$ cat src/rtl/hub75_pkg.sv
// hub75_pkg: shared state encoding and width helpers for the HUB75 BCM scheduler.
package hub75_pkg;
    typedef enum logic [2:0] {
        S_IDLE, S_GO, S_SWAIT, S_DWAIT, S_BLANK, S_LATCH, S_SHOW
    } state_t;

    function automatic int tmr_width(input int n_planes);
        return 8 + n_planes - 1;
    endfunction

    function automatic int idx_width(input int n);
        return (n > 1) ? $clog2(n) : 1;
    endfunction
endpackage

$ cat src/rtl/hub75_bcm_timer.sv
// hub75_bcm_timer: loadable down-counter; done while the count is zero.
module hub75_bcm_timer #(
    parameter int W = 15
) (
    input  logic         clk,
    input  logic         rst_n,
    input  logic         load_i,
    input  logic [W-1:0] val_i,
    output logic         done_o
);
    logic [W-1:0] cnt_q, cnt_d;

    always_comb cnt_d = load_i ? val_i : (cnt_q != '0 ? cnt_q - W'(1) : cnt_q);

    always_ff @(posedge clk) cnt_q <= !rst_n ? '0 : cnt_d;

    assign done_o = cnt_q == '0;
endmodule

$ cat src/rtl/hub75_bcm_sched.sv
// hub75_bcm_sched: BCM scan scheduler; overlaps each plane shift with the display of the
// previously latched plane and drives the HUB75 row address, latch and blanking lines.
module hub75_bcm_sched
    import hub75_pkg::*;
#(
    parameter int N_ROWS     = 32,
    parameter int N_PLANES   = 8,
    parameter int T_BLANK    = 2,
    parameter int LOG_N_ROWS = $clog2(N_ROWS)
) (
    input  logic                  clk,
    input  logic                  rst_n,
    input  logic                  ctrl_run,
    input  logic [7:0]            cfg_lsb_len,
    output logic                  frame_start,
    output logic [LOG_N_ROWS-1:0] shift_row,
    output logic [N_PLANES-1:0]   shift_plane,
    output logic                  shift_go,
    input  logic                  shift_rdy,
    output logic [LOG_N_ROWS-1:0] phy_addr,
    output logic                  phy_le,
    output logic                  phy_blank
);
    localparam int TW = tmr_width(N_PLANES);
    localparam int PW = idx_width(N_PLANES);
    localparam int BW = idx_width(T_BLANK);

    state_t                state_q, state_d;
    logic [LOG_N_ROWS-1:0] nrow_q, nrow_d, srow_q, srow_d, addr_q, addr_d;
    logic [PW-1:0]         npl_q, npl_d, spl_q, spl_d;
    logic [N_PLANES-1:0]   oh_q, oh_d;
    logic [BW-1:0]         blk_q, blk_d;
    logic                  go_q, go_d, fs_q, fs_d, le_q, le_d, blank_q, blank_d;
    logic                  stop_q, stop_d, skip_q;
    logic                  last, pl_last, tmr_done;
    logic [TW-1:0]         lit, tmr_val;

    // The SHOW cycle and the DWAIT exit cycle are part of the lit window, hence the -2.
    always_comb begin
        pl_last = npl_q == PW'(N_PLANES - 1);
        last    = pl_last && nrow_q == LOG_N_ROWS'(N_ROWS - 1);
        lit     = TW'(cfg_lsb_len) << spl_q;
        tmr_val = lit > TW'(2) ? lit - TW'(2) : '0;
        state_d = state_q;
        stop_d  = stop_q;
        nrow_d  = nrow_q;
        npl_d   = npl_q;
        blk_d   = state_q == S_BLANK ? blk_q + BW'(1) : '0;
        case (state_q)
            S_IDLE:  if (ctrl_run && shift_rdy) state_d = S_GO;
            S_GO:    state_d = S_SWAIT;
            S_SWAIT: if (!skip_q && shift_rdy) state_d = S_DWAIT;
            S_DWAIT: if (tmr_done) state_d = S_BLANK;
            S_BLANK: if (blk_q == BW'(T_BLANK - 1)) state_d = stop_q ? S_IDLE : S_LATCH;
            S_LATCH: state_d = S_SHOW;
            S_SHOW: begin
                nrow_d  = pl_last ? nrow_q + LOG_N_ROWS'(1) : nrow_q;
                npl_d   = pl_last ? '0 : npl_q + PW'(1);
                stop_d  = last && !ctrl_run;
                state_d = stop_d ? S_DWAIT : S_GO;
            end
            default: state_d = S_IDLE;
        endcase
        if (state_d == S_IDLE) stop_d = 1'b0;
        go_d    = state_d == S_GO;
        fs_d    = go_d && nrow_d == '0 && npl_d == '0;
        srow_d  = go_d ? nrow_d : srow_q;
        spl_d   = go_d ? npl_d : spl_q;
        oh_d    = go_d ? N_PLANES'(1) << npl_d : oh_q;
        le_d    = state_d == S_LATCH;
        addr_d  = le_d ? srow_q : addr_q;
        blank_d = state_d == S_SHOW ? 1'b0 :
                  (state_d inside {S_IDLE, S_BLANK, S_LATCH}) ? 1'b1 : blank_q;
    end

    always_ff @(posedge clk) begin
        if (!rst_n) begin
            state_q <= S_IDLE;
            nrow_q  <= '0;
            npl_q   <= '0;
            srow_q  <= '0;
            spl_q   <= '0;
            oh_q    <= N_PLANES'(1);
            addr_q  <= '0;
            blk_q   <= '0;
            go_q    <= 1'b0;
            fs_q    <= 1'b0;
            le_q    <= 1'b0;
            blank_q <= 1'b1;
            stop_q  <= 1'b0;
            skip_q  <= 1'b0;
        end else begin
            state_q <= state_d;
            nrow_q  <= nrow_d;
            npl_q   <= npl_d;
            srow_q  <= srow_d;
            spl_q   <= spl_d;
            oh_q    <= oh_d;
            addr_q  <= addr_d;
            blk_q   <= blk_d;
            go_q    <= go_d;
            fs_q    <= fs_d;
            le_q    <= le_d;
            blank_q <= blank_d;
            stop_q  <= stop_d;
            skip_q  <= state_q == S_GO;
        end
    end

    hub75_bcm_timer #(.W(TW)) u_timer (
        .clk    (clk),
        .rst_n  (rst_n),
        .load_i (state_q == S_SHOW),
        .val_i  (tmr_val),
        .done_o (tmr_done)
    );

    assign frame_start = fs_q;
    assign shift_row   = srow_q;
    assign shift_plane = oh_q;
    assign shift_go    = go_q;
    assign phy_addr    = addr_q;
    assign phy_le      = le_q;
    assign phy_blank   = blank_q;
endmodule

$ cat config.mk
export PLATFORM = sky130hd
export DESIGN_NAME = hub75_bcm_sched
export DESIGN_NICKNAME = d
export VERILOG_FILES = /design/src/rtl/hub75_pkg.sv /design/src/rtl/hub75_bcm_timer.sv /design/src/rtl/hub75_bcm_sched.sv
export SDC_FILE = /design/constraint.sdc
export NUM_CORES = 1
export LEC_CHECK = 0
export CELL_PAD_IN_SITES_DETAIL_PLACEMENT = 2
export CELL_PAD_IN_SITES_GLOBAL_PLACEMENT = 2
export CORE_MARGIN = 2
export CORE_UTILIZATION = 34
export DETAILED_ROUTE_END_ITERATION = 10
export GPL_ROUTABILITY_DRIVEN = 0
export GPL_TIMING_DRIVEN = 0
export PLACE_DENSITY = 0.83
export REMOVE_ABC_BUFFERS = 1
export SYNTH_ARGS = -nofsm -noshare
export SYNTH_HDL_FRONTEND = slang
export SYNTH_SLANG_ARGS = --single-unit
$ cat constraint.sdc
create_clock -name clk -period 3.3 [get_ports clk]
set_input_delay 0.66 -clock clk [delete_from_list [all_inputs] [get_ports clk]]
set_output_delay 0.66 -clock clk [all_outputs]
set_load 0.02 [all_outputs]
* Word-level counts from Yosys, hierarchy flattened
Cells that the tools add are included.
Word-level totals: register bits after elaboration 54, input bits 12, output and inout port bits 22, word-level logic and storage cells 71
Operators by class: add/sub/neg operators 5, order comparisons 1, eq/ne operators 12, shifts and indexed selects 2, multiplexer cells 16, bitwise operators 1, reductions and logical operators 19
Operators with widths (count):
- 2-to-1 mux 15 bit | 3
- equality test 3 bit (second input constant) | 7
- 2-to-1 mux 3 bit | 7
- case mux 3 bit (7 select lines) | 1
- greater-than comparator 15 x 2 -> 1 bit (second input constant) | 1
- logical NOT 15 bit | 1
- nonzero test 15 bit | 1
- << shifter 8 x 3 -> 15 bit | 1
- subtractor 15 x 1 -> 15 bit (second input constant) | 1
- subtractor 15 x 2 -> 15 bit (second input constant) | 1
- 2-to-1 mux 5 bit | 2
- logical NOT 3 bit | 3
- << shifter 1 x 3 -> 8 bit (first input constant) | 1
- equality test 3 x 1 -> 1 bit (second input constant) | 2
- equality test 3 x 2 -> 1 bit (second input constant) | 2
- logical AND 1 bit | 6
- adder 5 x 1 -> 5 bit (second input constant) | 1
- equality test 5 bit (second input constant) | 1
- logical NOT 5 bit | 1
- nonzero test 2 bit | 2
- adder 3 x 1 -> 3 bit (second input constant) | 1
- nonzero test 3 bit | 1
- logical NOT 1 bit | 2
- 2-to-1 mux 1 bit | 2
- other kinds (5) | 5

* Logic depth before layout (Yosys ltp)
Gate-level depths: netlist of the first run.
depth after elaboration 9, mapped depth 13, mapped depth without buffers 10

* Hierarchy
A second synthesis of the first run with hierarchy kept.
Second synthesis, totals: cells, all modules 417, area total of the unflattened synthesis 3397.0 um^2
By module, submodules not included:
- hub75_bcm_sched | instances 1, cells an instance 316, area an instance 2543.7 um^2, sequential area each 780.7 um^2
- hub75_bcm_timer | instances 1, cells an instance 101, area an instance 853.3 um^2, sequential area each 300.3 um^2

* Least setup slack after synthesis of the first run
No wires, ideal clock.
path kind input-to-reg, start point input port cfg_lsb_len[0], end point register u_timer.cnt_q[13], library setup time 66 ps, arrival time 2703 ps, data required time 3234 ps, setup slack 531 ps, stages 10, buffers on the path 0, cell sequence mux2i_1 -> mux2_2 -> nand2b_1 -> ha_1 -> nand2_1 -> o41ai_2 -> o2111ai_2 -> or3_1 -> a21o_1 -> a21oi_2
On the way: cells in the longest elaborated chain, start to end 4, elaborated cells between the ends (all ways) 5, classes of those cells add/sub: 1; order compare: 1; shift: 1; mux: 2
Ends and longest elaborated chain:
- start: declaration | RTL line hub75_bcm_sched.sv:14 | input logic [7:0] cfg_lsb_len,
- << shifter 8 x 3 -> 15 bit (*) | RTL line hub75_bcm_sched.sv:42 | lit = TW'(cfg_lsb_len) << spl_q;
- subtractor 15 x 2 -> 15 bit / greater-than comparator 15 x 2 -> 1 bit (equally long branches) | RTL line hub75_bcm_sched.sv:43 | tmr_val = lit > TW'(2) ? lit - TW'(2) : '0;
- 2-to-1 mux 15 bit (*) | RTL line hub75_bcm_sched.sv:43
- 2-to-1 mux 15 bit (*) | RTL line hub75_bcm_timer.sv:13 | always_comb cnt_d = load_i ? val_i : (cnt_q != '0 ? cnt_q - W'(1) : cnt_q);
- end signal: assignment | RTL line hub75_bcm_timer.sv:15 | always_ff @(posedge clk) cnt_q <= !rst_n ? '0 : cnt_d;
- end: declaration | RTL line hub75_bcm_timer.sv:11 | logic [W-1:0] cnt_q, cnt_d;
Every way passes the cells marked *; elsewhere a longest branch is shown, timed or not. A chain may end at the register's enable or synchronous reset.

* Worst setup path after layout of the first run
start point input port cfg_lsb_len[1], end point register u_timer.cnt_q[13]
The elaborated chain is that of the path after synthesis.

==> results of run 1 <==
-- layout make-up --
class	count	area, um2	share of cell area
Multi-Input combinational cell	308	2030	0.535
Sequential cell	54	1080	0.286
Clock inverter	2	37.5	0.00988
Clock buffer	6	72.6	0.0191
Tap cell	129	161	0.0425
Timing Repair Buffer	36	360	0.0949
Inverter	13	50.0	0.0132
-- per-stage QoR --
step           hold WS (ns)   TNS, ns  instances  setup WS [ns]
6_report              0.452         0        548          0.132
5_1_grt               0.470  -0.00670        548       -0.00670
4_1_cts               0.459         0        546         0.0519
3_5_place_dp          0.443    -11.28        537         -0.768
3_3_place_gp          0.440     -8.54        537         -0.619
2_1_floorplan         0.429         0        375          0.240
-- state kept, by name, indices dropped and copies added (netlist names) --
name           cells
state_q            3
frame_start        1
nrow_q             5
phy_addr           5
stop_q             1
blk_q              1
skip_q             1
phy_blank          1
spl_q              3
shift_row          5
shift_go           1
phy_le             1
u_timer.cnt_q     15
npl_q              3
shift_plane        8
-- synthesized netlist by cell type, types with 3 or more instances --
cell type	number	share of area
a21oi_1	21	0.032
and2_1	4	0.0076
and3_1	5	0.0095
buf_2	7	0.011
buf_6	4	0.014
clkbuf_1	11	0.013
dfxtp_1	54	0.33
ha_1	6	0.023
inv_1	10	0.011
mux2_2	3	0.010
mux2i_1	13	0.039
nand2_1	55	0.063
nand2b_1	5	0.0095
nand3_1	12	0.018
nand3b_1	4	0.0091
nand4_1	13	0.025
nor2_1	33	0.038
nor2b_1	4	0.0076
nor3_1	9	0.014
nor4_1	3	0.0057
o2111ai_1	3	0.0080
o21ai_0	18	0.027
o21ai_1	11	0.017
o22ai_1	6	0.011
o31ai_1	5	0.011
xnor2_1	13	0.035
xor2_1	10	0.027
-- worst max path at each step --
| stage | to | slack, ns | cells after the start |
|---|---|---|---|
| 2_1_floorplan | u_timer.cnt_q[4] | 0.24 | 10 |
| 3_3_place_gp | u_timer.cnt_q[4] | -0.62 | 11 |
| 3_5_place_dp | u_timer.cnt_q[4] | -0.77 | 11 |
| 4_1_cts | u_timer.cnt_q[13] | 0.05 | 11 |
| 5_1_grt | u_timer.cnt_q[13] | -0.007 | 11 |
| 6_report | u_timer.cnt_q[13] | 0.13 | 11 |
-- power groups by stage --
stage / Clock (uW) / Combinational, uW / Sequential [uW]
3_3_place_gp: 0 / 678 / 823
4_1_cts: 461 / 728 / 818
2_1_floorplan: 0 / 535 / 817
6_report: 447 / 719 / 817
5_1_grt: 484 / 807 / 831
3_5_place_dp: 0 / 713 / 833
-- layer usage --
layer | up-vias | wire length [um] | track usage | part of all wire
li1 | 1472 | - | - | -
met2 | 39 | 4890 | 0.344 | 0.51
met5 | - | 0 | 0 | 0
met4 | 0 | 87 | 0.0513 | 0.0091
met1 | 1493 | 4360 | 0.248 | 0.45
met3 | 7 | 242 | 0.0197 | 0.025
-- critical path, stage by stage --
cell and delay [ns]:
clkdlybuf4s50_1 0.51, mux2i_1 0.23, nor2_1 0.14, nand2_1 0.12
ha_2 0.23, nand2_1 0.10, o41ai_4 0.44, o2111ai_2 0.23
or3_1 0.42, a21o_1 0.20, a21oi_2 0.12
-- timing repair --
action                                  in CTS  in global routing
endpoints found under the setup margin      15                 19
pin swaps                                    2                  2
gates resized for setup                      7                  5
setup buffers                                1                  2
-- cell families after synthesis --
| logic type | Yosys count | synth area share |
|---|---|---|
| and+or+nand+nor | 165 | 0.259 |
| AOI/OAI and AO/OA | 97 | 0.210 |
| DFF | 54 | 0.328 |
| buffers and inverters | 39 | 0.0634 |
| xor gates and xnor gates | 23 | 0.0611 |
| muxes | 17 | 0.0565 |
| adders and majority gates | 6 | 0.0228 |
==> metrics.md, run 1 <==
| Metric | Value |
|---|---|
| Int Pwr | 1260 uW |
| Max Fclk | 0.316 GHz |
| Syn Inst Count | ~400 |
| Die Ht | roughly 100 um |
| Final Slew Violations | 0 |
| Synth Warn # | 0 |
| Status | finished, final reports clean |
| Netlist Area Pre-Place | 3300 um2 |
| Initial DRC Count | 74 |
| DR pass1 iterations | 4 |
| Average wire per standard cell | around 17 um |
| Clock share of power | 0.226 |
| Sw Share | 0.364 |
| WS Path Type | primary input to register |
| Post-CTS Hold Fix Bufs | 0 |
| CTS H-tree depth | 2 |
| Main synth FF type | dfxtp_1 |
| Nets | around 440 |
| PortBufs | 33 |
| Crit Reg-Reg Startpoint | spl_q[1] |
| Required time worst endpoint | ~3.5 ns |
| HP Start | shift_plane[7] |
| Max clock buf depth | 2 |
| Routed wire length | about 9600 um |
| Peak supply drop | 0.000190 V |
| Final setup vio count | 0 |
| Share of cells above drive strength 1 | 0.107 |
| CTS tree | built |
| Setup Skew | about 0.012 ns |
| Lkg Pwr | approximately 0.0013 uW |
| Fill cells | 1,069 |
| Final period util | 0.960 |
| Core box area | ~9300 um2 |
| Post-synthesis cell type count | 73 |
| Placement row count | 35 |
| CP Max Fanout | 6 |
| Grt ovf | 0 |
| Initial core utilization | 0.354 |
| Async SR Flop Fraction | 0 |
| Post-DP Area | ~3600 um2 |
| Fin area | around 3800 um2 |
| Vias | around 3,000 |
| Crit path from | cfg_lsb_len[1] |
| HPWL after DPL | between 7000 and 8000 um |
| First-pass GRT wire length | approximately 16,000 um |
| Min-Delay Path Class | register to register |
| Largest net degree at the start of global routing | 33 |
| Number of flops mapped to enable cells by yosys | 0 |
| Clock transition at path regs | 0.10 ns |
| PwrDens | about 520 nW/um2 |
| Final core utilization | 0.407 |
| Top-level I/O count | 34 |
| Drt drc | 0 |
| Antenna violations before repair | 0 |
| CTS buffer count | 5 |
| Hold Path End | shift_plane[7] |
| Worst reg2reg path depth | 10 |
| Worst Path Arrival | about 3.4 ns |
| Sequential power share | 0.412 |
| CP startpoint kind | primary input |
| Psw | about 720 uW |
| Worst skew pair latency | around 0.31 ns |
| Hold Path Stages | 2 |
| Antenna-violating nets left | 0 |
| Via/cell ratio | between 5 and 6 |
| Die W | roughly 100 um |
| Most frequent cells in the layout | nand2_1 (55), dfxtp_1 (51), nor2_1 (33) |
| Rel. slew slack | 0.245 |
| GRT Util Overall | 0.193 |
| R2R setup slack | between 0.15 and 0.2 ns |
| Tot Pwr | 1980 uW |
| Antenna Cells | 0 |
| Slew @ Worst Pin | around 1.1 ns |
| Commonest non-fill, non-tap cell in the layout | nand2_1 |
| Syn Area/Cell | a little over 8 um2 |
| Number of global-route vias before repair | between 3,000 and 4,000 |
| Fin. Hold Viols | 0 |
| Crit. End Element | register |
| #FFs+latches synth | between 50 and 60 |
| CTS Sinks | 54 |
| Gate power share | 0.363 |
| Max-Cap Viols | 0 |
| Die area | between 10,000 and 15,000 um2 |
| Synth-to-Final Area Change | 15.2% |
| Sequential area share after synthesis | 0.328 |
| Clk root buf | clkbuf_8 |
| R2R Path End | u_timer.cnt_q[13] |
| Tmin final | approximately 3.2 ns |
No activity file was read; power rests on OpenSTA's default activity.
==> run 2: changes to the inputs <==
Settings changed: ABC_AREA set to 1, CAP_MARGIN set to 20, CORE_UTILIZATION 34 to 31, PLACE_DENSITY 0.83 to 0.84.
==> metrics.md, run 2 <==
| Metric | Value |
|---|---|
| Antenna Cells | 0 (unchanged) |
| Largest net degree at the start of global routing | 23 (was 33) |
| Psw | 951 uW (was 722 uW) |
| Max reg flops | 15 (unchanged) |
| Worst Path Arrival | 3.10 ns (was 3.40 ns) |
| Setup bufs post-CTS | 0 (was 1) |
| Synth area leaders | dfxtp_1 (34%), nand2_1 (15%), nor2_1 (10%) (was dfxtp_1 (33%), nand2_1 (6.3%), mux2i_1 (3.9%)) |
| Hold WS | 0.469 ns (was 0.452 ns) |
| Average wire per standard cell | 16.1 um (was 17.5 um) |
| Share of cells above drive strength 1 | 0.0760 (was 0.107) |
| PwrDens | 606 nW/um2 (was 522 nW/um2) |
| Synth-to-Final Area Change | 17.0% (was 15.2%) |
| Clock transition at path regs | 0.11 ns (was 0.10 ns) |
| Final period util | 0.867 (was 0.960) |
| Clock share of power | 0.213 (was 0.226) |
| Initial core utilization | 0.314 (was 0.354) |
| Top cells by count, synth | nand2_1 (127), nor2_1 (87), dfxtp_1 (54) (was nand2_1 (55), dfxtp_1 (54), nor2_1 (33)) |
| Core box area | 10,200 um2 (was 9330 um2) |
| Vias | 3,317 (was 3,011) |
| Clk root buf | clkbuf_8 (unchanged) |
| Lkg Pwr | 0.00167 uW (was 0.00132 uW) |
| Antenna violations before repair | 0 (unchanged) |
| Fin. Hold Viols | 0 (unchanged) |
| First-pass GRT wire length | 17,900 um (was 16,200 um) |
| PortBufs | 33 (unchanged) |
| Peak supply drop | 0.000211 V (was 0.000190 V) |
| Post-synthesis cell type count | 33 (was 73) |
| Post-CTS Hold Fix Bufs | 0 (unchanged) |
| Final Slew Violations | 0 (unchanged) |
| Die W | 106 um (was 102 um) |
| Tmin final | 2.86 ns (was 3.17 ns) |
| Netlist Area Pre-Place | 3200 um2 (was 3300 um2) |
| Max-Cap Viols | 0 (unchanged) |
| Syn Area/Cell | 6.39 um2 (was 8.22 um2) |
| Worst skew pair latency | 0.31 ns (about the same) |
| #FFs+latches synth | 54 (unchanged) |
| Int Pwr | 1320 uW (was 1260 uW) |
| Via/cell ratio | 5.01 (was 5.49) |
| Slew @ Worst Pin | 0.889 ns (was 1.12 ns) |
| Gate power share | 0.423 (was 0.363) |
| DR pass1 iterations | 4 (unchanged) |
| RSZ-0062 raised after global routing | false |
| Leading area contributor after synthesis | dfxtp_1 (unchanged) |
| Share of the synthesized area in the top cell type | 0.338 (was 0.328) |
| Top-level I/O count | 34 (unchanged) |
| Biggest register | u_timer.cnt_q (unchanged) |
| Status | finished, final reports clean (unchanged) |
| Fill cells | 1,296 (was 1,069) |
| Sequential power share | 0.364 (was 0.412) |
| Sw Share | 0.420 (was 0.364) |
| WS Path Type | primary input to register (unchanged) |
| Setup TNS | 0 ns (unchanged) |
| Commonest non-fill, non-tap cell in the layout | nand2_1 (unchanged) |
| Rel. slew slack | 0.405 (was 0.245) |
| Routed wire length | 10,700 um (was 9580 um) |
| CP Max Fanout | 12 (was 6) |
| Nets | 543 (was 436) |
| HPWL after DPL | 7790 um (was 7020 um) |
| Antenna-violating nets left | 0 (unchanged) |
| Grt ovf | 0 (unchanged) |
| Die Ht | 106 um (was 102 um) |
| Number of flops mapped to enable cells by yosys | 0 (unchanged) |
| Synth Warn # | 0 (unchanged) |
| CTS H-tree depth | 2 (unchanged) |
| CP startpoint kind | primary input (unchanged) |
| Required time worst endpoint | 3.54 ns (was 3.53 ns) |
| Initial DRC Count | 106 (was 74) |
| Placement row count | 37 (was 35) |
| GRT Util Overall | 0.197 (was 0.193) |
| Max Fclk | 0.350 GHz (was 0.316 GHz) |
| CTS Sinks | 54 (unchanged) |
| Crit. End Element | register (unchanged) |
| Max clock buf depth | 2 (unchanged) |
| Cell with the most instances after synthesis | nand2_1 (unchanged) |
| Syn Inst Count | 500 (was 401) |
| Most frequent cells in the layout | nand2_1 (127), nor2_1 (86), dfxtp_1 (54) (was nand2_1 (55), dfxtp_1 (51), nor2_1 (33)) |
| Sequential area share after synthesis | 0.338 (was 0.328) |
| CTS tree | built (unchanged) |
| CTS buffer count | 5 (unchanged) |
| Number of global-route vias before repair | 3,651 (was 3,182) |
| Setup Skew | 0.0124 ns (was 0.0116 ns) |
| Min-Delay Path Class | register to register (unchanged) |
| Async SR Flop Fraction | 0 (unchanged) |
| Final setup vio count | 0 (unchanged) |
| Drt drc | 0 (unchanged) |
| Die area | 11,100 um2 (was 10,500 um2) |
| Main synth FF type | dfxtp_1 (unchanged) |
run 2: worst max-delay path, cell delays in order:
cell,delay (ns)
clkdlybuf4s50_1,0.52
nand2_1,0.08
nand2_1,0.12
nand3_1,0.17
ha_1,0.29
nand2_1,0.12
inv_1,0.07
nand2_1,0.12
nor2_1,0.09
nand3_1,0.10
nand2_1,0.08
nor2_2,0.36
nand2_1,0.17
a21oi_1,0.16
run 2: final timing paths:
path                       start               end  slack (ns)  depth (start not counted)
hold reg to reg            blk_q             blk_q        0.47                          1
setup / recovery  cfg_lsb_len[0]  u_timer.cnt_q[6]        0.44                         14
setup reg to reg      state_q[2]          spl_q[2]        0.45                         13
hold / removal             blk_q             blk_q        0.47                          1
run 2: layout make-up:
cell class | count | area (um2) | area share
Inverter | 52 | 198 | 0.0528
Timing Repair Buffer | 33 | 330 | 0.0883
Sequential cell | 54 | 1080 | 0.289
Clock inverter | 2 | 38.8 | 0.0104
Multi-Input combinational cell | 379 | 1840 | 0.492
Clock buffer | 6 | 82.6 | 0.0221
Tap cell | 136 | 170 | 0.0455
run 2: logic make-up (layout without fill, tap and decap cells):
group	Yosys count	in the layout	share of synthesized area
fa+ha+maj	6	6	0.0235
xor+xnor	15	15	0.0411
flops	54	54	0.338
buf+inv	67	93	0.0888
simple gates	299	299	0.411
compound gates	59	59	0.0971
run 2: power groups by stage:
stage	clock network [uW]	logic, uW	registers (uW)
floorplan	0	671	829
global placement	0	862	830
detailed placement	0	923	837
CTS	497	967	827
global route	518	1080	840
finish	483	960	824
run 2: through the flow:
step	instance area (um2)	setup slack [ns]	std cells	power [uW]	utilization
floorplan	3110	1.09	485	1500	-
global placement	3610	0.132	654	1690	0.355
detailed placement	3610	0.0416	654	1760	0.355
CTS	3730	0.0142	662	2290	0.366
global route	3740	0.0825	662	2440	0.367
finish	3740	0.440	662	2270	0.367
run 2: what timing repair did:
action,4_1_cts,5_1_grt
endpoints found under the hold margin,0,0
resized for setup,0,2
endpoints found under the setup margin,0,17
run 2: metal layers:
layer	vias to the layer above	track usage	wire length, um
met5	-	0	0
met4	0	0.0451	133
met3	13	0.0198	146
met2	27	0.376	5570
met1	1627	0.235	4810
li1	1650	-	-
==> run 3: changes to the inputs <==
Settings changed: ABC_AREA 1 to 0, CORE_UTILIZATION 31 to 34, PLACE_DENSITY 0.84 to 0.83, RECOVER_POWER set to 25.
==> metrics.md, run 3 (synthesis gave the netlist of run 1 again) <==
| Metric | Value |
|---|---|
| Non-filler cells in the finished layout | 550 (was 662) |
| Die Ht | 102 um (was 106 um) |
| Core box area | 9330 um2 (was 10,200 um2) |
| DR pass1 iterations | 4 (unchanged) |
| Final period util | 0.959 (was 0.867) |
| Average wire per standard cell | 17.6 um (was 16.1 um) |
| Grt ovf | 0 (unchanged) |
| Min-Delay Path Class | register to register (unchanged) |
| Dpl cells | 537 (was 654) |
| Critical path, cell by cell | clkdlybuf4s50_1 -> mux2i_1 -> nor2_1 -> nand2_1 -> ha_2 -> nand2_1 -> o41ai_4 -> o2111ai_2 -> or3_1 -> a21o_1 -> a21oi_2 (was clkdlybuf4s50_1 -> nand2_1 -> nand2_1 -> nand3_1 -> ha_1 -> nand2_1 -> inv_1 -> nand2_1 -> nor2_1 -> nand3_1 -> nand2_1 -> nor2_2 -> nand2_1 -> a21oi_1) |
| Antenna violations before repair | 0 (unchanged) |
| Routed wire length | 9660 um (was 10,700 um) |
| CP Max Fanout | 6 (was 12) |
| CTS tree | built (unchanged) |
| Rel. slew slack | 0.435 (was 0.405) |
| Worst path max stage delay | 0.51 ns (was 0.52 ns) |
| GRT Util Overall | 0.193 (was 0.197) |
| PortBufs | 33 (unchanged) |
| Setup Skew | 0.00923 ns (was 0.0124 ns) |
| Die area | 10,500 um2 (was 11,100 um2) |
| Worst Path Arrival | 3.40 ns (was 3.10 ns) |
| Tmin final | 3.17 ns (was 2.86 ns) |
| Fin area | 3830 um2 (was 3740 um2) |
| Initial core utilization | 0.354 (was 0.314) |
| Slowest-stage cell, CP | clkdlybuf4s50_1 (unchanged) |
| Slew @ Worst Pin | 0.846 ns (was 0.889 ns) |
| Biggest register | u_timer.cnt_q (unchanged) |
| Placement row count | 35 (was 37) |
| First-pass GRT wire length | 16,200 um (was 17,900 um) |
| Synth-to-Final Area Change | 16.1% (was 17.0%) |
| Final Slew Violations | 0 (unchanged) |
| Max clock buf depth | 2 (unchanged) |
| PwrDens | 518 nW/um2 (was 606 nW/um2) |
| Lkg Pwr | 0.00138 uW (was 0.00167 uW) |
| Top-level I/O count | 34 (unchanged) |
| Crit. End Element | register (unchanged) |
| Clock transition at path regs | 0.10 ns (was 0.11 ns) |
| Antenna Cells | 0 (unchanged) |
| Status | finished, final reports clean (unchanged) |
| Commonest non-fill, non-tap cell in the layout | nand2_1 (unchanged) |
| HPWL after DPL | 7020 um (was 7790 um) |
| CTS buffer count | 5 (unchanged) |
| CTS H-tree depth | 2 (unchanged) |
| Fin. Hold Viols | 0 (unchanged) |
| Initial DRC Count | 86 (was 106) |
| Share of cells above drive strength 1 | 0.112 (was 0.0760) |
| Vias | 3,011 (was 3,317) |
| Nets | 438 (was 543) |
| Max reg flops | 15 (unchanged) |
| Via/cell ratio | 5.47 (was 5.01) |
| Post-DP Area | 3630 um2 (was 3610 um2) |
| Post-CTS Hold Fix Bufs | 0 (unchanged) |
| Clk root buf | clkbuf_8 (unchanged) |
| Setup TNS | 0 ns (unchanged) |
| Required time worst endpoint | 3.54 ns (about the same) |
| CTS Sinks | 54 (unchanged) |
| Hold WS | 0.449 ns (was 0.469 ns) |
| Largest net degree at the start of global routing | 33 (was 23) |
| Antenna-violating nets left | 0 (unchanged) |
| CP dominant cell by count | nand2_1 (unchanged) |
| WS Path Type | primary input to register (unchanged) |
| Most frequent cells in the layout | nand2_1 (55), dfxtp_1 (51), nor2_1 (33) (was nand2_1 (127), nor2_1 (86), dfxtp_1 (54)) |
| Drt drc | 0 (unchanged) |
| Number of global-route vias before repair | 3,182 (was 3,651) |
| Max Fclk | 0.316 GHz (was 0.350 GHz) |
| Max-Cap Viols | 0 (unchanged) |
| Die W | 102 um (was 106 um) |
| Peak supply drop | 0.000191 V (was 0.000211 V) |
| Final setup vio count | 0 (unchanged) |
| CP startpoint kind | primary input (unchanged) |
| Worst skew pair latency | 0.31 ns (about the same) |
## run 3: cell count changes in the layout (fill, tap and decap cells not counted), moves of 19 or more
| cell | change |
|---|---|
| nor2_1 | -53 |
| nand2_1 | -72 |
| clkdlybuf4s50_1 | -21 |
| nand3_1 | -31 |
| dlygate4sd3_1 | +19 |
| inv_1 | -34 |
## run 3: critical path: cells and delay by family
family,cells,cell delay [ns]
compound gates,4,0.99
fa+ha+maj,1,0.23
buf+inv,1,0.51
mux,1,0.23
simple gates,4,0.78
## run 3: final timing paths
check / start / to / slack (ns) / depth (start not counted)
min: shift_plane[7] / shift_plane[7] / 0.45 / 2
max: cfg_lsb_len[1] / u_timer.cnt_q[13] / 0.13 / 11
min reg2reg: shift_plane[7] / shift_plane[7] / 0.45 / 2
max reg2reg: spl_q[1] / u_timer.cnt_q[13] / 0.18 / 10
## run 3: cell type report
cell class / instances / area, um2
sequential: 54 / 1080
clock buffer: 6 / 72.6
fill: 1060 / 5500
multi-input combinational: 308 / 2030
timing repair buffer: 38 / 390
inverter: 13 / 50.0
clock inverter: 2 / 37.5
tap: 129 / 161
## run 3: timing repair
item                       CTS  global route
hold endpoints to repair     0             0
setup endpoints to repair   15            14
pin swaps                    2             2
buffers inserted             1             2
gates resized for setup      7             4
gates cloned                 0             0
## run 3: metal layers
layer,track usage,part of all wire,up-vias
met3,0.0197,0.019,8
li1,-,-,1475
met1,0.248,0.45,1497
met5,0,0,-
met2,0.344,0.52,31
met4,0.0513,0.010,0
## run 3: report_power, final
part | leakage (uW) | internal (uW) | total, uW | switching, uW
Sequential | 0.000440 | 728 | 817 | 88.2
Clock | 0.0000514 | 227 | 444 | 218
Combinational | 0.000888 | 308 | 723 | 415
## run 3: metrics by stage
step | util | setup slack (ns) | total power, uW
2_1_floorplan | - | 0.240 | 1350
3_3_place_gp | 0.389 | -0.619 | 1500
3_5_place_dp | 0.389 | -0.768 | 1550
4_1_cts | 0.404 | 0.0519 | 2010
5_1_grt | 0.410 | -0.00000977 | 2130
6_report | 0.410 | 0.135 | 1980
